--- config.mk ---
export PLATFORM = sky130hd
export DESIGN_NAME = hf_tans_bit_packer
export DESIGN_NICKNAME = d
export VERILOG_FILES = /design/src/rtl/hf_tans_pkg.sv /design/src/rtl/hf_bit_accum.sv /design/src/rtl/hf_tans_bit_packer.sv
export SDC_FILE = /design/constraint.sdc
export NUM_CORES = 1
export LEC_CHECK = 0
export CELL_PAD_IN_SITES_DETAIL_PLACEMENT = 2
export CELL_PAD_IN_SITES_GLOBAL_PLACEMENT = 2
export CORE_UTILIZATION = 35
export DETAILED_ROUTE_END_ITERATION = 16
export HOLD_SLACK_MARGIN = 0.06
export MAX_ROUTING_LAYER = met4
export PLACE_DENSITY = 0.87
export SLEW_MARGIN = 20
export SYNTH_ARGS = -nofsm -noshare
export SYNTH_HDL_FRONTEND = slang
export SYNTH_SLANG_ARGS = --single-unit
--- constraint.sdc ---
create_clock -name PHI -period 5.4 [get_ports PHI]
set_input_delay 0.54 -clock PHI [delete_from_list [all_inputs] [get_ports PHI]]
set_output_delay 0.54 -clock PHI [all_outputs]
set_load 0.01 [all_outputs]
--- src/rtl/hf_tans_pkg.sv ---
// rtl/hf_tans_pkg.sv - shared widths and types for the tANS bit packer
package hf_tans_pkg;

  localparam int IN_W    = 3;
  localparam int STATE_W = 4;
  localparam int OUT_W   = 8;

  typedef enum logic [1:0] {
    S_RUN,
    S_APPEND,
    S_PAD
  } pack_state_t;

  typedef logic [1:0] nbits_t;

endpackage

--- src/rtl/hf_bit_accum.sv ---
// rtl/hf_bit_accum.sv - LSB-first bit accumulator with same-cycle byte pop and append
module hf_bit_accum #(
  parameter int ACC_W  = 16,
  parameter int DIN_W  = 4,
  parameter int FILL_W = 5,
  parameter int PN_W   = 3,
  parameter int OUT_W  = 8
) (
  input  logic              clk,
  input  logic              rst_n,
  input  logic [PN_W-1:0]   push_n,
  input  logic [DIN_W-1:0]  push_data,
  input  logic              pop,
  input  logic              clear,
  output logic [ACC_W-1:0]  acc,
  output logic [FILL_W-1:0] fill
);

  logic [ACC_W-1:0]  acc_shift;
  logic [FILL_W-1:0] fill_shift;
  logic [DIN_W-1:0]  din_mask;
  logic [ACC_W-1:0]  din_placed;
  logic [ACC_W-1:0]  acc_next;
  logic [FILL_W-1:0] fill_next;

  // Bits above fill are kept zero, so OR-ing the new chunk in is enough.
  always_comb begin
    acc_shift  = pop ? (acc >> OUT_W) : acc;
    fill_shift = pop ? (fill - FILL_W'(OUT_W)) : fill;
    din_mask   = ~({DIN_W{1'b1}} << push_n);
    din_placed = ACC_W'(push_data & din_mask) << fill_shift;
    acc_next   = acc_shift | din_placed;
    fill_next  = fill_shift + FILL_W'(push_n);
  end

  always_ff @(posedge clk or negedge rst_n) begin
    if (!rst_n) begin
      acc  <= '0;
      fill <= '0;
    end else if (clear) begin
      acc  <= '0;
      fill <= '0;
    end else begin
      acc  <= acc_next;
      fill <= fill_next;
    end
  end

endmodule

--- src/rtl/hf_tans_bit_packer.sv ---
// rtl/hf_tans_bit_packer.sv - packs recoder chunks plus final tANS state into bytes (optional HF_PACK_BYTECNT_EN)
module hf_tans_bit_packer #(
  parameter int ACC_W   = 16,
  parameter int IN_W    = 3,
  parameter int STATE_W = 4,
  parameter int OUT_W   = 8,
  parameter int CNT_W   = 16
) (
  input  logic               PHI,
  input  logic               RST,
  input  logic               in_valid,
  output logic               in_ready,
  input  logic [1:0]         in_nbits,
  input  logic [IN_W-1:0]    in_bits,
  input  logic               in_last,
  input  logic [STATE_W-1:0] in_state,
  output logic               out_valid,
  input  logic               out_ready,
  output logic [OUT_W-1:0]   out_data,
  output logic               out_last,
  output logic [2:0]         out_pad,
`ifdef HF_PACK_BYTECNT_EN
  output logic [CNT_W-1:0]   byte_count,
`endif
  output logic               busy
);
  import hf_tans_pkg::*;

  localparam int FILL_W = $clog2(ACC_W + 1);
  localparam int DIN_W  = (IN_W > STATE_W) ? IN_W : STATE_W;
  localparam int PN_W   = $clog2(DIN_W + 1);

  pack_state_t        state;
  logic [STATE_W-1:0] state_q;
  logic [ACC_W-1:0]   acc;
  logic [FILL_W-1:0]  fill;
  logic [FILL_W-1:0]  fill_after_pop;
  logic               accept;
  logic               pop;
  logic               clear;
  logic               append_now;
  logic [PN_W-1:0]    push_n;
  logic [DIN_W-1:0]   push_data;

  assign in_ready = (state == S_RUN) && (fill <= FILL_W'(ACC_W - IN_W));
  assign accept   = in_valid && in_ready;

  always_comb begin
    out_valid = 1'b0;
    case (state)
      S_RUN, S_APPEND: out_valid = (fill >= FILL_W'(OUT_W));
      S_PAD:           out_valid = (fill != '0);
      default:         out_valid = 1'b0;
    endcase
  end

  assign out_data       = acc[OUT_W-1:0];
  assign out_last       = (state == S_PAD) && (fill <= FILL_W'(OUT_W));
  assign out_pad        = out_last ? 3'(FILL_W'(OUT_W) - fill) : 3'd0;
  assign busy           = (state != S_RUN) || (fill != '0);
  assign pop            = out_valid && out_ready;
  assign clear          = pop && out_last;
  assign fill_after_pop = pop ? (fill - FILL_W'(OUT_W)) : fill;
  assign append_now     = (state == S_APPEND) && ((int'(fill_after_pop) + STATE_W) <= ACC_W);

  // Input chunks and the trailing state share one append port; they never coincide.
  always_comb begin
    push_n    = '0;
    push_data = '0;
    if (accept) begin
      push_n    = PN_W'(in_nbits);
      push_data = DIN_W'(in_bits);
    end else if (append_now) begin
      push_n    = PN_W'(STATE_W);
      push_data = DIN_W'(state_q);
    end
  end

  hf_bit_accum #(
    .ACC_W (ACC_W),
    .DIN_W (DIN_W),
    .FILL_W(FILL_W),
    .PN_W  (PN_W),
    .OUT_W (OUT_W)
  ) u_accum (
    .clk      (PHI),
    .rst_n    (RST),
    .push_n   (push_n),
    .push_data(push_data),
    .pop      (pop),
    .clear    (clear),
    .acc      (acc),
    .fill     (fill)
  );

  always_ff @(posedge PHI or negedge RST) begin
    if (!RST) begin
      state   <= S_RUN;
      state_q <= '0;
    end else begin
      case (state)
        S_RUN: begin
          if (accept && in_last) begin
            state_q <= in_state;
            state   <= S_APPEND;
          end
        end
        S_APPEND: if (append_now) state <= S_PAD;
        S_PAD:    if (clear) state <= S_RUN;
        default:  state <= S_RUN;
      endcase
    end
  end

`ifdef HF_PACK_BYTECNT_EN
  logic stream_done;

  // The count survives the last pop and clears on the next stream's first beat.
  always_ff @(posedge PHI or negedge RST) begin
    if (!RST) begin
      byte_count  <= '0;
      stream_done <= 1'b0;
    end else begin
      if (clear) stream_done <= 1'b1;
      else if (accept) stream_done <= 1'b0;
      if (accept && stream_done) byte_count <= '0;
      else if (pop && !(&byte_count)) byte_count <= byte_count + 1'b1;
    end
  end
`endif

  a_nbits_legal: assert property (@(posedge PHI) disable iff (!RST)
    in_valid |-> (int'(in_nbits) <= IN_W));

endmodule

==> run_results.csv <==
group,metric,value,unit
global_routing,first_global_vias,1742,
clock_tree,cts_buffers,3,
clock_tree,htreeDepth,1,
worst_setup_path,cp.buffers_inverters,3,
timing,maxSlewViolCount,0,
global_routing,grt_usage,23.7,%
worst_setup_path,path_class,"reg -> out",
timing,setup_tns,0,ns
layout,num_antenna_cells,0,
layout,fin_nets,251,
global_routing,grt_use_met3,2.98,%
synthesis,synth_top_cell_by_area,"dfrtp_1",
clock_tree,cts-hold-fix-buffers,0,
global_routing,antenna_found_initial,0,
timing,worst_pin_slew,0.744,ns
layout,area_growth,17.0,%
timing,finalSetupViolations,0,
timing,fmax,0.280,GHz
timing,hold_viol_final,0,
global_routing,grt_start_max_net_pins,28,
synthesis,synth_top_area_share,36.9,%
synthesis,yosys-top-cells-area,"dfrtp_1, ha_1, nand2_1",
die,die_h,74.3,µm
synthesis,synthesis.area,1830,µm²
timing,slew_headroom,49.9,%
die,dieArea,5520,µm²
power,ir_worst_vdd,0.224,mV
global_routing,busiest_layer,"met2",
synthesis,postSynthAreaPerCell,8.67,µm²
synthesis,synth_edf_count,0,
placement,dp_hpwl,4370,µm
synthesis,ys.flop_type,"dfrtp_1",
placement,gp_congestion,0.859,
worst_setup_path,timing.rr.start,"u_accum.fill[0]",
worst_setup_path,end_kind,"output pin",
worst_setup_path,cp.required,4.86,ns
timing,period_needed,3.57,ns
clock_tree,post_cts_buffers,0,
timing,rsz0062_at_grt,"false",
drt,drtAntennaViolNets,0,
synthesis,synth_cells,211,
synthesis,async_reset_ff_share,100,%
drt,vias,1644,
worst_setup_path,worstSetupStartpoint,"u_accum.fill[2]",
worst_setup_path,critPathSlowestCell,"dfrtp_1",
drt,first_iter_violations,84,
synthesis,yosys.cell_count.top_type,"dfrtp_1",
timing,min_period_over_period,66.2,%
worst_setup_path,crit_path_start_kind,"flip-flop",
synthesis,synth_seq_cells,27,
die,core,4880,µm²
global_routing,grt_use_met1,30.5,%
clock_tree,clk-insertion-delay-late,0.27,ns
status,status,"finished, final reports clean",
synthesis,synth_common_cells,"dfrtp_1, nand2_1, nor2_1",
die,rows,25,
synthesis,yosysSeqAreaShare,36.9,%
power,power_density,589,nW/µm²
worst_setup_path,cpMostUsedCell,"inv_1",
synthesis,syn_nets,233,
global_routing,overflow,0,
worst_setup_path,cpPeakStageDelay,0.61,ns
hold_path,min_path_cells,1,
global_routing,grt_pass1_wl,9340,µm
clock_tree,cts_repair_resize_count,0,
job,cap_violations,0,
synthesis,ys_warn_count,0,
drt,post-route-drc-count,0,
clock_tree,cts_tree,"done",
worst_setup_path,path_cells,"inv_1 > and4_1 > o21ai_0 > inv_1 > and2_1 > clkdlybuf4s50_1",
power,p_leak,0.917,nW
die,io_pins,29,
drt,wl_per_cell,19.1,µm
clock_tree,clockBufferDepth,2,
timing,skew,0.00477,ns
worst_setup_path,r2r_end,"u_accum.fill[4]",
hold_path,hold_class,"reg -> reg",
worst_setup_path,rr_worst_depth,13,
layout,drive_above_1_share,5.26,%
drt,wl,5650,µm
clock_tree,clk_pin_slew,0.09,ns
global_routing,grt_use_met2,40.9,%
worst_setup_path,reg2reg_slack,1.84,ns
layout,multi_input_area,1000,µm²
placement,portBuffers,28,
clock_tree,cts.sinks,27,
worst_setup_path,critPathArrivalTime,3.03,ns
die,die_w,74.3,µm
worst_setup_path,path_depth,6,
drt,via_per_inst,5.57,
synthesis,synth_cell_types,46,
drt,first_pass_iters,4,
worst_setup_path,crit_path_end,"out_pad[1]",
worst_setup_path,cp_max_fo,15,
worst_setup_path,crit_family,"buffers and inverters",
clock_tree,root_buffer,"clkbuf_8",
die,initial_core_util,37.5,%
layout,n_fill_cell,580,
layout,seq_area,676,µm²
power,power,0.00126,W
-- power breakdown --
part | internal [W] | switching [W]
logic | 0.000305 | 0.000429
clock network | 0.0000517 | 0.0000637
registers | 0.000286 | 0.000126
-- state kept, by name (all words and copies together) (netlist names) --
signal,cells
u_accum.acc,16
u_accum.fill,5
state_q,4
state,2
-- worst reg2reg max path, stage by stage, from the launching register on --
cell      delay [ns]
dfrtp_1         0.70
inv_1           0.25
ha_1            0.30
nor4b_1         0.15
o21ai_0         0.23
o311a_1         0.46
mux2_4          0.39
clkinv_2        0.09
ha_1            0.26
a21oi_1         0.21
nor2_1          0.07
xnor2_1         0.19
nand2_1         0.08
o21ai_0         0.10
-- cells by family after synthesis --
logic type	count (synthesis)	share of synthesized area, %
compound gates	68	25.1
xor+xnor	5	2.39
fa+ha+maj	8	5.88
buf+inv	27	8.14
flops	27	36.9
mux	6	3.83
simple gates	70	17.7
-- worst min path at each step --
stage                          from              end  slack [ns]
floorplan                       RST         state[0]        0.24
global placement     u_accum.acc[9]   u_accum.acc[9]        0.46
detailed placement  u_accum.acc[11]  u_accum.acc[11]        0.47
CTS                 u_accum.acc[11]  u_accum.acc[11]        0.50
global route         u_accum.acc[9]   u_accum.acc[9]        0.52
finish               u_accum.acc[9]   u_accum.acc[9]        0.49
-- cell usage in the layout, fill, tap and decap left out, types with 2 or more instances in the layout --
cell type,count
nand4_1,2
mux2_2,4
nand2_1,22
clkdlybuf4s50_1,28
a211oi_1,4
xnor2_1,5
dfrtp_1,27
a31oi_1,2
inv_1,10
a22o_1,2
ha_1,7
nor2b_1,3
and2_1,4
nor3_1,8
clkinv_2,2
a21oi_1,11
nor2_1,21
nand3_1,5
a211o_1,2
o211ai_1,4
a21o_1,7
clkbuf_8,3
o21ai_1,3
o21ai_0,15
a22oi_1,4
o31ai_1,4
-- metal layers --
metal  share of wire [%]  vias to the layer above
li1                    -                      784
met1                  45                      819
met2                  51                       35
met3                 2.9                        6
met4                0.97                        0
met5                   0                        -
-- metrics by stage --
step,setup slack (ns),cells,util (%),area (µm²),hold WS (ns)
finish,1.83,295,43.9,2140,0.493
global placement,2.07,291,42.9,2090,0.464
CTS,1.82,295,43.9,2140,0.497
floorplan,2.70,211,-,1830,0.244
global route,1.61,295,43.9,2140,0.520
detailed placement,1.88,291,42.9,2090,0.474
-- area by class of cell --
class                      instances  share of cell area [%]
multi-input combinational        157                    46.9
sequential                        27                    31.6
timing repair buffer              29                    13.4
tap                               67                    3.92
inverter                          11                    1.99
clock buffer                       3                    1.93
clock inverter                     1                   0.234
No activity file was read; power rests on OpenSTA's default activity.
